## src/rtl/serial_addsub_mux.sv

```systemverilog
// Bit-serial adder/subtractor, LSB first, one bit per clock.
// The single bit cell is built only from mux_2x1 instances; carry/borrow is registered.

module mux_2x1 (
  input  logic [1:0] i,
  input  logic       s,
  output logic       y
);
  assign y = i[s];
endmodule

module serial_addsub_mux #(
  parameter int WIDTH = 8
) (
  input  logic             clk,
  input  logic             rst,
  input  logic             start,
  input  logic             mode,
  input  logic [WIDTH-1:0] a,
  input  logic [WIDTH-1:0] b,
  input  logic             cbin,
  output logic             busy,
  output logic             done,
  output logic [WIDTH-1:0] result,
  output logic             cbout,
  output logic             zero
);
  localparam int CNT_W = $clog2(WIDTH + 1);
  localparam logic [CNT_W-1:0] LAST = CNT_W'(WIDTH - 1);

  typedef enum logic [1:0] {IDLE, SHIFT, DONE} state_t;

  state_t           state;
  logic [WIDTH-1:0] a_sr, b_sr, res_sr;
  logic             mode_r, cy_reg;
  logic [CNT_W-1:0] cnt;

  logic x, y, c;
  logic p, s_bit, xg, gen, pc, c_next;
  logic [WIDTH-1:0] res_next;

  assign x = a_sr[0];
  assign y = b_sr[0];
  assign c = cy_reg;

  mux_2x1 u_xor_xy  (.i({~y, y}),     .s(x),      .y(p));
  mux_2x1 u_xor_sum (.i({~c, c}),     .s(p),      .y(s_bit));
  // add generates on x&y, subtract on ~x&y: mode picks the polarity of x
  mux_2x1 u_xsel    (.i({x, ~x}),     .s(mode_r), .y(xg));
  mux_2x1 u_gen     (.i({y, 1'b0}),   .s(xg),     .y(gen));
  mux_2x1 u_psel    (.i({~p, p}),     .s(mode_r), .y(pc));
  mux_2x1 u_carry   (.i({gen, c}),    .s(pc),     .y(c_next));

  assign res_next = {s_bit, res_sr[WIDTH-1:1]};

  always_ff @(posedge clk or posedge rst) begin
    if (rst) begin
      state  <= IDLE;
      a_sr   <= '0;
      b_sr   <= '0;
      res_sr <= '0;
      mode_r <= 1'b0;
      cy_reg <= 1'b0;
      cnt    <= '0;
      busy   <= 1'b0;
      done   <= 1'b0;
      result <= '0;
      cbout  <= 1'b0;
      zero   <= 1'b0;
    end else begin
      case (state)
        IDLE, DONE: begin
          done <= 1'b0;
          if (start) begin
            a_sr   <= a;
            b_sr   <= b;
            mode_r <= mode;
            cy_reg <= cbin;
            cnt    <= '0;
            busy   <= 1'b1;
            state  <= SHIFT;
          end else begin
            state <= IDLE;
          end
        end
        SHIFT: begin
          a_sr   <= a_sr >> 1;
          b_sr   <= b_sr >> 1;
          res_sr <= res_next;
          cy_reg <= c_next;
          cnt    <= cnt + 1'b1;
          if (cnt == LAST) begin
            result <= res_next;
            cbout  <= c_next;
            zero   <= ~|res_next;
            busy   <= 1'b0;
            done   <= 1'b1;
            state  <= DONE;
          end
        end
        default: state <= IDLE;
      endcase
    end
  end
endmodule

```

## config.mk

```make
export PLATFORM = sky130hd
export DESIGN_NAME = serial_addsub_mux
export DESIGN_NICKNAME = d
export VERILOG_FILES = /design/src/rtl/serial_addsub_mux.sv
export SDC_FILE = /design/constraint.sdc
export NUM_CORES = 1
export LEC_CHECK = 0
export CAP_MARGIN = 25
export CORE_MARGIN = 8
export CORE_UTILIZATION = 55
export DETAILED_ROUTE_END_ITERATION = 10
export GPL_TIMING_DRIVEN = 0
export PLACE_DENSITY_LB_ADDON = 0.2
export SLEW_MARGIN = 20
export SYNTH_ARGS = -nofsm -noshare
export SYNTH_HDL_FRONTEND = slang
export SYNTH_SLANG_ARGS = --single-unit
```

## constraint.sdc

```tcl
create_clock -name clk -period 3.5 [get_ports clk]
set_clock_uncertainty 0.2 [all_clocks]
set_input_delay 1.05 -clock clk [delete_from_list [all_inputs] [get_ports clk]]
set_output_delay 1.05 -clock clk [all_outputs]
set_load 0.05 [all_outputs]
```

Word-level counts from Yosys, hierarchy flattened:

Cells that the tools add are included.

* register bits after elaboration: 44
* latch bits: 0
* memory bits (writable): 0
* memory bits (read-only): 0
* bits of input ports: 21
* output and inout bits: 12
* logic and storage cells: 65
* memories: 0

* $add $sub $neg: 1
* multipliers: 0
* div/mod/pow operators: 0
* $lt $le $gt $ge: 5
* equal/unequal tests: 5
* shifts and indexed selects: 0
* multiplexer cells: 28
* bitwise gates (word level): 4
* reduce and logical (&&, ||, !) cells: 10

Operator list (count)
* 8-bit one-hot mux with 2 select lines: 2
* 1-bit two-way mux: 17
* 8-bit two-way mux: 2
* 1-bit by 2-bit < comparator with 1-bit output (second input constant): 5
* 4-bit one-hot mux with 2 select lines: 1
* 2-bit AND reduction: 4
* 8-bit OR reduction: 1
* 1-bit one-hot mux with 2 select lines: 3
* 4-bit by 1-bit adder with 4-bit output (second input constant): 1
* 4-bit by 3-bit equality test with 1-bit output (second input constant): 1
* 4-bit two-way mux: 1
* 2-bit inequality test (second input constant): 2
* 1-bit inverter: 4
* 2-bit one-hot mux with 2 select lines: 1
* 3-bit AND reduction: 1
* 2-bit by 1-bit equality test with 1-bit output (second input constant): 1
* 2-bit equality test (second input constant): 1
* 2-bit logical NOT: 1
* 2-bit two-way mux: 1
* 2-bit nonzero test: 1
* 2-bit OR reduction: 1
* 1-bit logical NOT: 1

Depth between registers and ports, before layout:

Gate-level depths: netlist (run 1).

* depth after elaboration: 9
* mapped depth: 5
* depth with buffers taken out: 5

By module:

A second synthesis (run 1) with hierarchy kept.

* cell total of the unflattened synthesis: 141
* area, all modules: 1865.5 um^2

Modules (own cells, without submodules)
* serial_addsub_mux: instances 1, cells an instance 135, area an instance 1775.5 um^2, seq. area each 1076.0 um^2
* mux_2x1: instances 6, cells an instance 1, area an instance 15.0 um^2, seq. area each 0.0 um^2

Worst setup path after synthesis (run 1):

Ideal clock, no wire load.

* kind: in2reg
* from: input port start
* to: register cnt[2]
* library setup time: 0.121 ns
* arrival: 1.694 ns
* data required time: 3.179 ns
* slack: 1.485 ns
* cell stages on the path: 4
* buffers on the path: 1
* cells stage by stage: nor2b_1 -> buf_2 -> mux2i_1 -> a22o_1

* cells in the longest elaborated chain, start to end: 2

Ends and longest elaborated chain
* start, declared: RTL line 17 `input logic start,`
* 2-bit inequality test (no line)
* 2-bit AND reduction (no line)
* end signal, assigned: RTL line 91 `cnt <= cnt + 1'b1;`
* end, declared: RTL line 36 `logic [CNT_W-1:0] cnt;`

No other way between the ends.
A chain may end at the register's enable or synchronous reset.

Final worst setup path (run 1):

* from: register cbout
* to: output port cbout

RTL lines
* start, declared: RTL line 25 `output logic cbout,`
* start signal, assigned: RTL line 94 `cbout <= c_next;`

No word-level cell between the ends.

==> results of run 1 <==
==> routing by layer <==
| metal | global-route usage (%) | vias to the layer above | share of wire, % |
|---|---|---|---|
| met2 | 25.72 | 27 | 49 |
| met3 | 5.048 | 6 | 4.3 |
| met1 | 21.05 | 655 | 46 |
| met4 | 4.656 | 0 | 1.2 |
| met5 | 0 | - | 0 |
| li1 | - | 642 | - |
==> final cells by class <==
| cell class | count | share of cell area [%] |
|---|---|---|
| multi-input cells | 106 | 29.31 |
| flip-flops and latches | 43 | 46.94 |
| clock inverters | 2 | 1.528 |
| inverters | 2 | 0.3275 |
| plain buffers | 10 | 2.293 |
| repair buffers | 33 | 14.85 |
| well taps | 46 | 2.511 |
| clock buffers | 6 | 2.238 |
==> power groups by stage <==
stage	clock network [W]	logic (W)	registers, W
3_5_place_dp	0	0.00103	0.000884
4_1_cts	0.000330	0.00104	0.000876
5_1_grt	0.000352	0.00113	0.000905
2_1_floorplan	0	0.000533	0.00107
3_3_place_gp	0	0.00100	0.000870
6_report	0.000325	0.00103	0.000877
==> worst min-delay path by stage <==
stage	startpoint	end	slack, ns	cells after the start
4_1_cts	cnt[3]$_DFFE_PP0P_	cnt[3]$_DFFE_PP0P_	0.28	1
6_report	cnt[3]$_DFFE_PP0P_	cnt[3]$_DFFE_PP0P_	0.28	1
3_3_place_gp	cnt[3]$_DFFE_PP0P_	cnt[3]$_DFFE_PP0P_	0.25	1
5_1_grt	cnt[3]$_DFFE_PP0P_	cnt[3]$_DFFE_PP0P_	0.30	1
2_1_floorplan	cnt[3]$_DFFE_PP0P_	cnt[3]$_DFFE_PP0P_	0.24	1
3_5_place_dp	cnt[3]$_DFFE_PP0P_	cnt[3]$_DFFE_PP0P_	0.27	1
==> cell usage in the layout, fill, tap and decap left out, drive strengths merged, types with 3 or more instances in the layout <==
cell type / synthesis / layout
dfrtp: 43 / 43
buf: 8 / 9
xnor2: 3 / 3
nand3: 15 / 15
a22oi: 14 / 14
clkdlybuf4s50: 0 / 32
nand2: 39 / 39
mux2: 10 / 10
a22o: 4 / 4
clkbuf: 2 / 8
==> state kept, by name (all words and copies together), names as in the netlist, 2 cells and up <==
register,flops
cnt,4
res_sr,7
result,8
a_sr,8
state,2
b_sr,8
==> metrics by stage <==
stage / hold WS [ns] / utilization [%] / setup WS, ns
finish: 0.2774 / 70.35 / 0.6895
global route: 0.2973 / 70.35 / 0.6444
CTS: 0.2782 / 70.35 / 0.6747
detailed placement: 0.2650 / 67.70 / 0.8119
global placement: 0.2537 / 67.09 / 0.4490
floorplan: 0.2375 / - / 1.247
==> cells by family after synthesis <==
| group | Yosys count | share of synthesized area, % |
|---|---|---|
| AOI/OAI and AO/OA | 23 | 9.758 |
| adders and majority gates | 2 | 1.315 |
| buffers and inverters | 12 | 3.321 |
| muxes | 12 | 7.336 |
| and+or+nand+nor | 66 | 17.30 |
| xor gates and xnor gates | 3 | 1.454 |
| DFF | 43 | 59.52 |
==> results_dict.tcl, run 1 <==
set metrics [dict create \
    outcome "complete, no violations" \
    avgSynthCellArea_um2 11.23 \
    cts_sinks 43 \
    switching_share_pct 41.02 \
    antenna_cells 0 \
    fmax_mhz 355.8 \
    initial_core_util_pct 55.49 \
    comb_power_share_pct 46.1 \
    fin_tns_setup_ns 0 \
    cts_made_buffers 5 \
    crit_chain "clkdlybuf4s50_1" \
    grt_pass1_wl_um 6699 \
    fin_cells 248 \
    critPathTopFamily "buffers and inverters" \
    ys.flop_type "dfrtp_1" \
    post_cts_resized 0 \
    routed_wl_um 3745 \
    rrSetupSlack_ns 1.67 \
    crit_path_max_incr_delay_ns 0.82 \
    synthArstFlopShare_pct 100.0 \
    ant_nets 0 \
    post-route-period-util_pct 80.30 \
    overflow 0 \
    p_int_w 0.001314 \
    die_area_um2 5378 \
    clkPwrFrac_pct 14.6 \
    worstHoldPathType "register to register" \
    relSlewSlack_pct 66.57 \
    gp_congestion 0.7714 \
    tightest_slew_ns 0.4998 \
    leakagePower_nw 1.081 \
    path_max_fanout 2 \
    pwr-share-seq_pct 39.3 \
    ctsLongestPathBuffers 2 \
    die_x_um 73.34 \
    final-hold-violation-count 0 \
    cp.arrival_ns 1.56 \
    r2r_cells 5 \
    place_hpwl_um 2598 \
    worst-setup-path-type "register to output port" \
    clk_latency_ns 0.35 \
    synthCells 161 \
    vdd_ir_drop_max_mv 0.5253 \
    drt_iter0_drc 110 \
    crit_path_end_kind "output port" \
    cts_hold_buf 0 \
    antenna_found_initial 0 \
    switching_power_w 0.0009143 \
    cpMaxStageDelayCell "clkdlybuf4s50_1" \
    register_area_um2 1076 \
    portBuffers 32 \
    ys_seq_elements 43 \
    synth_area_um2 1808 \
    critPathBufInv 1 \
    io_pins 33 \
    syn_nets 183 \
    area_growth_pct 26.78 \
    crit_end "cbout" \
    cts_setup_buffers 0 \
    cts_tree "done" \
    synth_cell_types 29 \
    reg2reg_to "cbout$_DFFE_PP0P_" \
    n_fill_cell 271 \
    cts_root_buffer "clkbuf_4" \
    layout-drive-gt1-share_pct 15.35 \
    power.density_nw_per_um2 972.3 \
    nNetsFinal 223 \
    path_clk_slew_ns 0.13 \
    grt_max_degree 33 \
    yosys.area.top_type "dfrtp_1" \
    setup_violations 0 \
    yosys-top-cells-area "dfrtp_1 60%, nand2_1 7.9%, mux2_2 6.2%" \
    coreArea_um2 3258 \
    drv_slew 0 \
    ctsHtreeMaxLevel 2 \
    synth.top_cell.area_share_pct 59.52 \
    drt-wirelength-per-cell_um 15.10 \
    rsz0062_at_grt "false" \
    drv_cap 0 \
    r2r-start "cnt[0]$_DFFE_PP0P_" \
    drc 0 \
    yosysWarnings 0 \
    cp-start-kind "register" \
    p_total_w 0.002229 \
    placed_cell_area_um2 2206 \
    die_height_um 73.34 \
    rows 21 \
    period_minus_slack_ns 2.810 \
    multi_input_area_um2 671.9 \
    worst-path-stages 1 \
    cp.required_ns 2.25 \
    dp_cells 240 \
    grt_pass1_vias 1417 \
    via_per_inst 5.363 \
    first_pass_iters 4 \
    synth_top_cells_by_count "43 x dfrtp_1, 38 x nand2_1, 15 x nand3_1" \
    synth_edf_count 0 \
    yosysMostFrequentCell "dfrtp_1" \
    grt_use_total_pct 16.33 \
    final_area_um2 2292 \
    vias 1330 \
    startpoint "cbout$_DFFE_PP0P_" \
    yosysSeqAreaShare_pct 59.52 \
]
No activity file was read; power rests on OpenSTA's default activity.
==> run 2: changes to the inputs <==
--- a/config.mk
+++ b/config.mk
@@ -7,7 +7,7 @@
 export LEC_CHECK = 0
 export CAP_MARGIN = 25
 export CORE_MARGIN = 8
-export CORE_UTILIZATION = 55
+export CORE_UTILIZATION = 51
 export DETAILED_ROUTE_END_ITERATION = 10
 export GPL_TIMING_DRIVEN = 0
 export PLACE_DENSITY_LB_ADDON = 0.2
==> constraint.sdc (replaced) <==
create_clock -name clk -period 2.6 [get_ports clk]
set_clock_uncertainty 0.2 [all_clocks]
set_input_delay 0.78 -clock clk [delete_from_list [all_inputs] [get_ports clk]]
set_output_delay 0.78 -clock clk [all_outputs]
set_load 0.05 [all_outputs]
==> results_dict.tcl, run 2 (synthesis gave the netlist of run 1 again) <==
set metrics [dict create \
    cts_sinks 43 \
    cts_setup_buffers 0 \
    antenna_cells 0 \
    layout-drive-gt1-share_pct 14.93 \
    drv_cap 0 \
    overflow 0 \
    relSlewSlack_pct 65.59 \
    path_clk_slew_ns 0.12 \
    period_minus_slack_ns 2.531 \
    critPathTopFamily "buffers and inverters" \
    grt_pass1_wl_um 6486 \
    drt-met1-wl_um 1602 \
    ant_nets 0 \
    dp_cells 240 \
    cp.arrival_ns 1.55 \
    path_max_fanout 2 \
    gp_congestion 0.7912 \
    utilization_pct 67.49 \
    final-hold-violation-count 0 \
    rsz0062_at_grt "false" \
    cts_hold_buf 0 \
    ctsHtreeMaxLevel 2 \
    vias 1325 \
    post-route-period-util_pct 97.35 \
    power.density_nw_per_um2 1274 \
    fmax_mhz 395.1 \
    ctsLongestPathBuffers 2 \
    rows 21 \
    outcome "complete, no violations" \
    setup_violations 0 \
    nNetsFinal 223 \
    worstHoldStart "cnt[3]$_DFFE_PP0P_" \
    crit_chain "clkdlybuf4s50_1" \
    register_area_um2 1076 \
    crit_path_max_incr_delay_ns 0.82 \
    multi_input_area_um2 671.9 \
    fin_cells 247 \
    routed_wl_um 3734 \
    place_hpwl_um 2763 \
    post_cts_resized 0 \
    startpoint "result[7]$_DFFE_PP0P_" \
    vdd_ir_drop_max_mv 0.6657 \
    dr_wl_met2_um 1845 \
    cp.required_ns 1.62 \
    grt_max_degree 25 \
    first_pass_iters 4 \
    worst-setup-path-type "register to output port" \
    leakagePower_nw 1.070 \
    r2r-start "cnt[0]$_DFFE_PP0P_" \
    via_per_inst 5.364 \
    tightest_slew_ns 0.5146 \
    die_x_um 75.54 \
    drt_iter0_drc 79 \
    drt-wirelength-per-cell_um 15.12 \
    layout_common_cells "43 x dfrtp_1, 38 x nand2_1, 32 x clkdlybuf4s50_1" \
    cts_made_buffers 5 \
    crit_path_end_kind "output port" \
    antenna_found_initial 0 \
    cts_root_buffer "clkbuf_4" \
    drv_slew 0 \
    n_fill_cell 282 \
    coreArea_um2 3363 \
    portBuffers 32 \
    die_area_um2 5706 \
    grt_pass1_vias 1401 \
    initial_core_util_pct 53.76 \
    layout_commonest_cell "dfrtp_1" \
    worstHoldPathType "register to register" \
    top_regs "a_sr (8), b_sr (8), result (8)" \
    wl_met3_um 246 \
    cpMaxStageDelayCell "clkdlybuf4s50_1" \
    clk_latency_ns 0.35 \
    dr.max_layer_used "met4" \
    die_height_um 75.54 \
    drc 0 \
    critPathBufInv 1 \
    area_growth_pct 25.54 \
    grt_use_total_pct 15.33 \
    cp-start-kind "register" \
    cts_tree "done" \
    io_pins 33 \
]
run 2: cell types whose count changed in the layout (fill, tap and decap cells not counted):
cell / change
buf_12: -1
bufinv_16: -1
buf_16: +1
run 2: cell type report:
cell class	instances	share of cell area (%)
Sequential cell	43	47.41
Multi-Input combinational cell	106	29.60
Timing Repair Buffer	33	15.33
Tap cell	46	2.536
Buffer	10	2.315
Clock buffer	6	2.260
Inverter	2	0.3308
Clock inverter	1	0.2205
run 2: path summary, 6_finish.rpt:
kind	to	slack, ns	depth (start not counted)
worst min-delay path	cnt[3]$_DFFE_PP0P_	0.28	1
worst min register to register	cnt[3]$_DFFE_PP0P_	0.28	1
max in group asynchronous	a_sr[3]$_DFFE_PP0P_	1.19	3
min in group asynchronous	busy$_DFFE_PP0P_	0.54	2
worst max register to register	result[7]$_DFFE_PP0P_	0.81	5
worst max-delay path	result[7]	0.07	1
run 2: through the flow:
step	setup slack, ns	setup TNS [ns]	power [W]	area (µm²)	hold WS [ns]
2_1_floorplan	0.6173	0	0.002157	1808	0.2375
3_3_place_gp	-0.1726	-7.376	0.002520	2186	0.2533
3_5_place_dp	0.1778	0	0.002588	2213	0.2677
4_1_cts	0.05252	0	0.002917	2270	0.2833
5_1_grt	0.007435	0	0.003088	2270	0.3118
6_report	0.06879	0	0.002892	2270	0.2837
run 2: routing by layer:
layer,GRT usage (%),vias up
met1,18.24,645
met5,0,-
li1,-,639
met2,24.54,36
met3,6.711,5
met4,4.478,0
run 2: report_power, final:
part	leakage (nW)	total, W	switching [W]	internal [W]
Sequential	0.540	0.00118	0.000211	0.000971
Combinational	0.497	0.00138	0.000808	0.000573
Clock	0.0341	0.000328	0.000203	0.000125
==> run 3: changes to the inputs <==
--- a/config.mk
+++ b/config.mk
@@ -14,4 +14,5 @@
 export SLEW_MARGIN = 20
 export SYNTH_ARGS = -nofsm -noshare
 export SYNTH_HDL_FRONTEND = slang
+export SYNTH_HIERARCHICAL = 1
 export SYNTH_SLANG_ARGS = --single-unit
==> results_dict.tcl, run 3 <==
set metrics [dict create \
    outcome "complete, no violations" \
    synthAdderAreaFrac_pct 0.6707 \
    ant_nets 0 \
    synth.top_cell.area_share_pct 57.68 \
    power.density_nw_per_um2 1300 \
    leakagePower_nw 1.136 \
    cts_hold_buf 0 \
    yosysSeqAreaShare_pct 57.68 \
    multi_input_area_um2 714.4 \
    grt_pass1_vias 1377 \
    drv_cap 0 \
    top_regs "a_sr (8), b_sr (8), result (8)" \
    comb_power_share_pct 48.9 \
    final_area_um2 2346 \
    coreArea_um2 3578 \
    tightest_slew_ns 0.5090 \
    post-route-period-util_pct 97.31 \
    cp.required_ns 1.62 \
    die_x_um 76.48 \
    routed_wl_um 3458 \
    path_max_fanout 2 \
    layout-drive-gt1-share_pct 19.23 \
    portBuffers 32 \
    synthArstFlopShare_pct 100.0 \
    cp-start-kind "register" \
    grt_util_met3_pct 5.542 \
    p_int_w 0.001877 \
    r2r-start "a_sr[0]$_DFFE_PP0P_" \
    synth_top_family_by_area "multiplexers" \
    area_growth_pct 25.75 \
    synth_cell_types 24 \
    initial_core_util_pct 52.13 \
    fin_ws_ns 0.06994 \
    clk_latency_ns 0.35 \
    overflow 0 \
    cts_setup_buffers 0 \
    place_hpwl_um 2638 \
    p_total_w 0.003051 \
    ctsHtreeMaxLevel 2 \
    switching_power_w 0.001174 \
    n_fill_cell 279 \
    drv_slew 0 \
    synth_top_cells_by_count "43 x dfrtp_1, 15 x a22o_1, 13 x a21o_1" \
    gp_congestion 0.7184 \
    grt_pass1_wl_um 6092 \
    yosys.area.top_type "dfrtp_1" \
    cts_sinks 43 \
    synthSimpleGateAreaFrac_pct 5.835 \
    fin_tns_setup_ns 0 \
    final-hold-violation-count 0 \
    holdPathEnd "a_sr[2]$_DFFE_PP0P_" \
    grt_use_met1_pct 14.09 \
    critPathTopFamily "buffers and inverters" \
    cp.arrival_ns 1.55 \
    first_pass_iters 5 \
    drc 0 \
    cts_made_buffers 5 \
    synth_edf_count 0 \
    layout_commonest_cell "dfrtp_1" \
    pwr-share-seq_pct 39.0 \
    crit_path_max_incr_delay_ns 0.82 \
    worstHoldStart "a_sr[2]$_DFFE_PP0P_" \
    period_minus_slack_ns 2.530 \
    drt-wirelength-per-cell_um 15.03 \
    syn_nets 163 \
    drt_iter0_drc 71 \
    clkPwrFrac_pct 12.1 \
    placed_cell_area_um2 2273 \
    nNetsFinal 203 \
    antenna_found_initial 0 \
    crit_chain "clkdlybuf4s50_1" \
    met2_usage_pct 20.91 \
    r2r_cells 4 \
    synthCells 141 \
    synth_area_um2 1866 \
    vias 1207 \
    grt_max_degree 25 \
    yosys-top-cells-area "dfrtp_1 58%, a22o_1 7.0%, mux2_2 6.6%" \
    place_ws_ns 0.03327 \
    synth_mux_area_share_pct 16.70 \
    yosysWarnings 6 \
    register_area_um2 1076 \
    dp_cells 222 \
    grt_use_total_pct 12.76 \
    avgSynthCellArea_um2 13.23 \
    relSlewSlack_pct 65.96 \
    rows 22 \
    crit_path_end_kind "output port" \
    cts_tree "done" \
    synth-compound-area-share_pct 14.42 \
    ctsLongestPathBuffers 2 \
    via_per_inst 5.248 \
    rsz0062_at_grt "false" \
    io_pins 33 \
    die_height_um 76.48 \
    rrSetupSlack_ns 0.66 \
    yosysMostFrequentCell "dfrtp_1" \
    busiest_layer "met2" \
    post_cts_resized 0 \
    critPathBufInv 1 \
    switching_share_pct 38.48 \
    reg2reg_to "c$_DFFE_PP0P_" \
    cts_root_buffer "clkbuf_4" \
    fin_cells 230 \
    synth_xor_area_share_pct 0.4695 \
    ys.flop_type "dfrtp_1" \
    ys_seq_elements 43 \
    layout_common_cells "43 x dfrtp_1, 32 x clkdlybuf4s50_1, 15 x a22o_1" \
    worst-setup-path-type "register to output port" \
    path_clk_slew_ns 0.12 \
    fmax_mhz 395.2 \
    worstHoldPathType "register to register" \
    antenna_cells 0 \
    die_area_um2 5849 \
    min_path_cells 1 \
    vdd_ir_drop_max_mv 0.6096 \
    cpMaxStageDelayCell "clkdlybuf4s50_1" \
    setup_violations 0 \
]
run 3: cell types whose count changed in the layout (fill, tap and decap cells not counted), moves of 6 or more:
cell     change
a22o_1      +11
a22oi_1     -14
mux2_4       +6
nand2_1     -30
mux2_1       +6
a21o_1      +12
nand3_1     -15
inv_1        +6
run 3: power groups by stage:
stage / combinational, W / clock [W] / sequential, W
after global placement: 0.00146 / 0 / 0.00118
after detailed placement: 0.00151 / 0 / 0.00121
after CTS: 0.00151 / 0.000385 / 0.00119
after floorplan: 0.000867 / 0 / 0.00144
after global routing: 0.00162 / 0.000409 / 0.00124
final: 0.00149 / 0.000369 / 0.00119
run 3: cell type report:
type                    instances  area share (%)
flip-flops and latches         43           45.87
well taps                      48           2.560
repair buffers                 33           14.83
clock inverters                 1          0.3200
multi-input cells              82           30.45
plain buffers                   9           2.080
inverters                       7           1.120
clock buffers                   7           2.773
run 3: worst max path at each step:
stage                          startpoint                   to  slack [ns]  cells after the start
floorplan                             rst  a_sr[0]$_DFFE_PP0P_        0.62                      1
global placement                      rst     done$_DFFE_PP0P_       -0.19                      2
detailed placement                  start  b_sr[6]$_DFFE_PP0P_        0.03                      6
CTS                 result[3]$_DFFE_PP0P_            result[3]        0.04                      1
global route        result[6]$_DFFE_PP0P_            result[6]        0.01                      1
finish              result[3]$_DFFE_PP0P_            result[3]        0.07                      1
run 3: logic make-up (layout without fill, tap and decap cells):
kind of cell | Yosys count | count (layout)
fa+ha+maj | 1 | 1
flops | 43 | 43
other cells | 1 | 1
simple gates | 20 | 20
buf+inv | 16 | 57
compound gates | 33 | 33
xor+xnor | 1 | 1
mux | 26 | 26
run 3: metal layers:
layer | vias up | wire [µm]
li1 | 581 | -
met1 | 582 | 1522
met2 | 38 | 1636
met3 | 6 | 235
met4 | 0 | 63
met5 | - | 0
run 3: per-stage QoR:
step	util [%]	hold WS, ns
5_1_grt	65.56	0.3181
2_1_floorplan	-	0.2496
3_5_place_dp	63.53	0.2699
6_report	65.56	0.2958
3_3_place_gp	62.76	0.2596
4_1_cts	65.56	0.2981
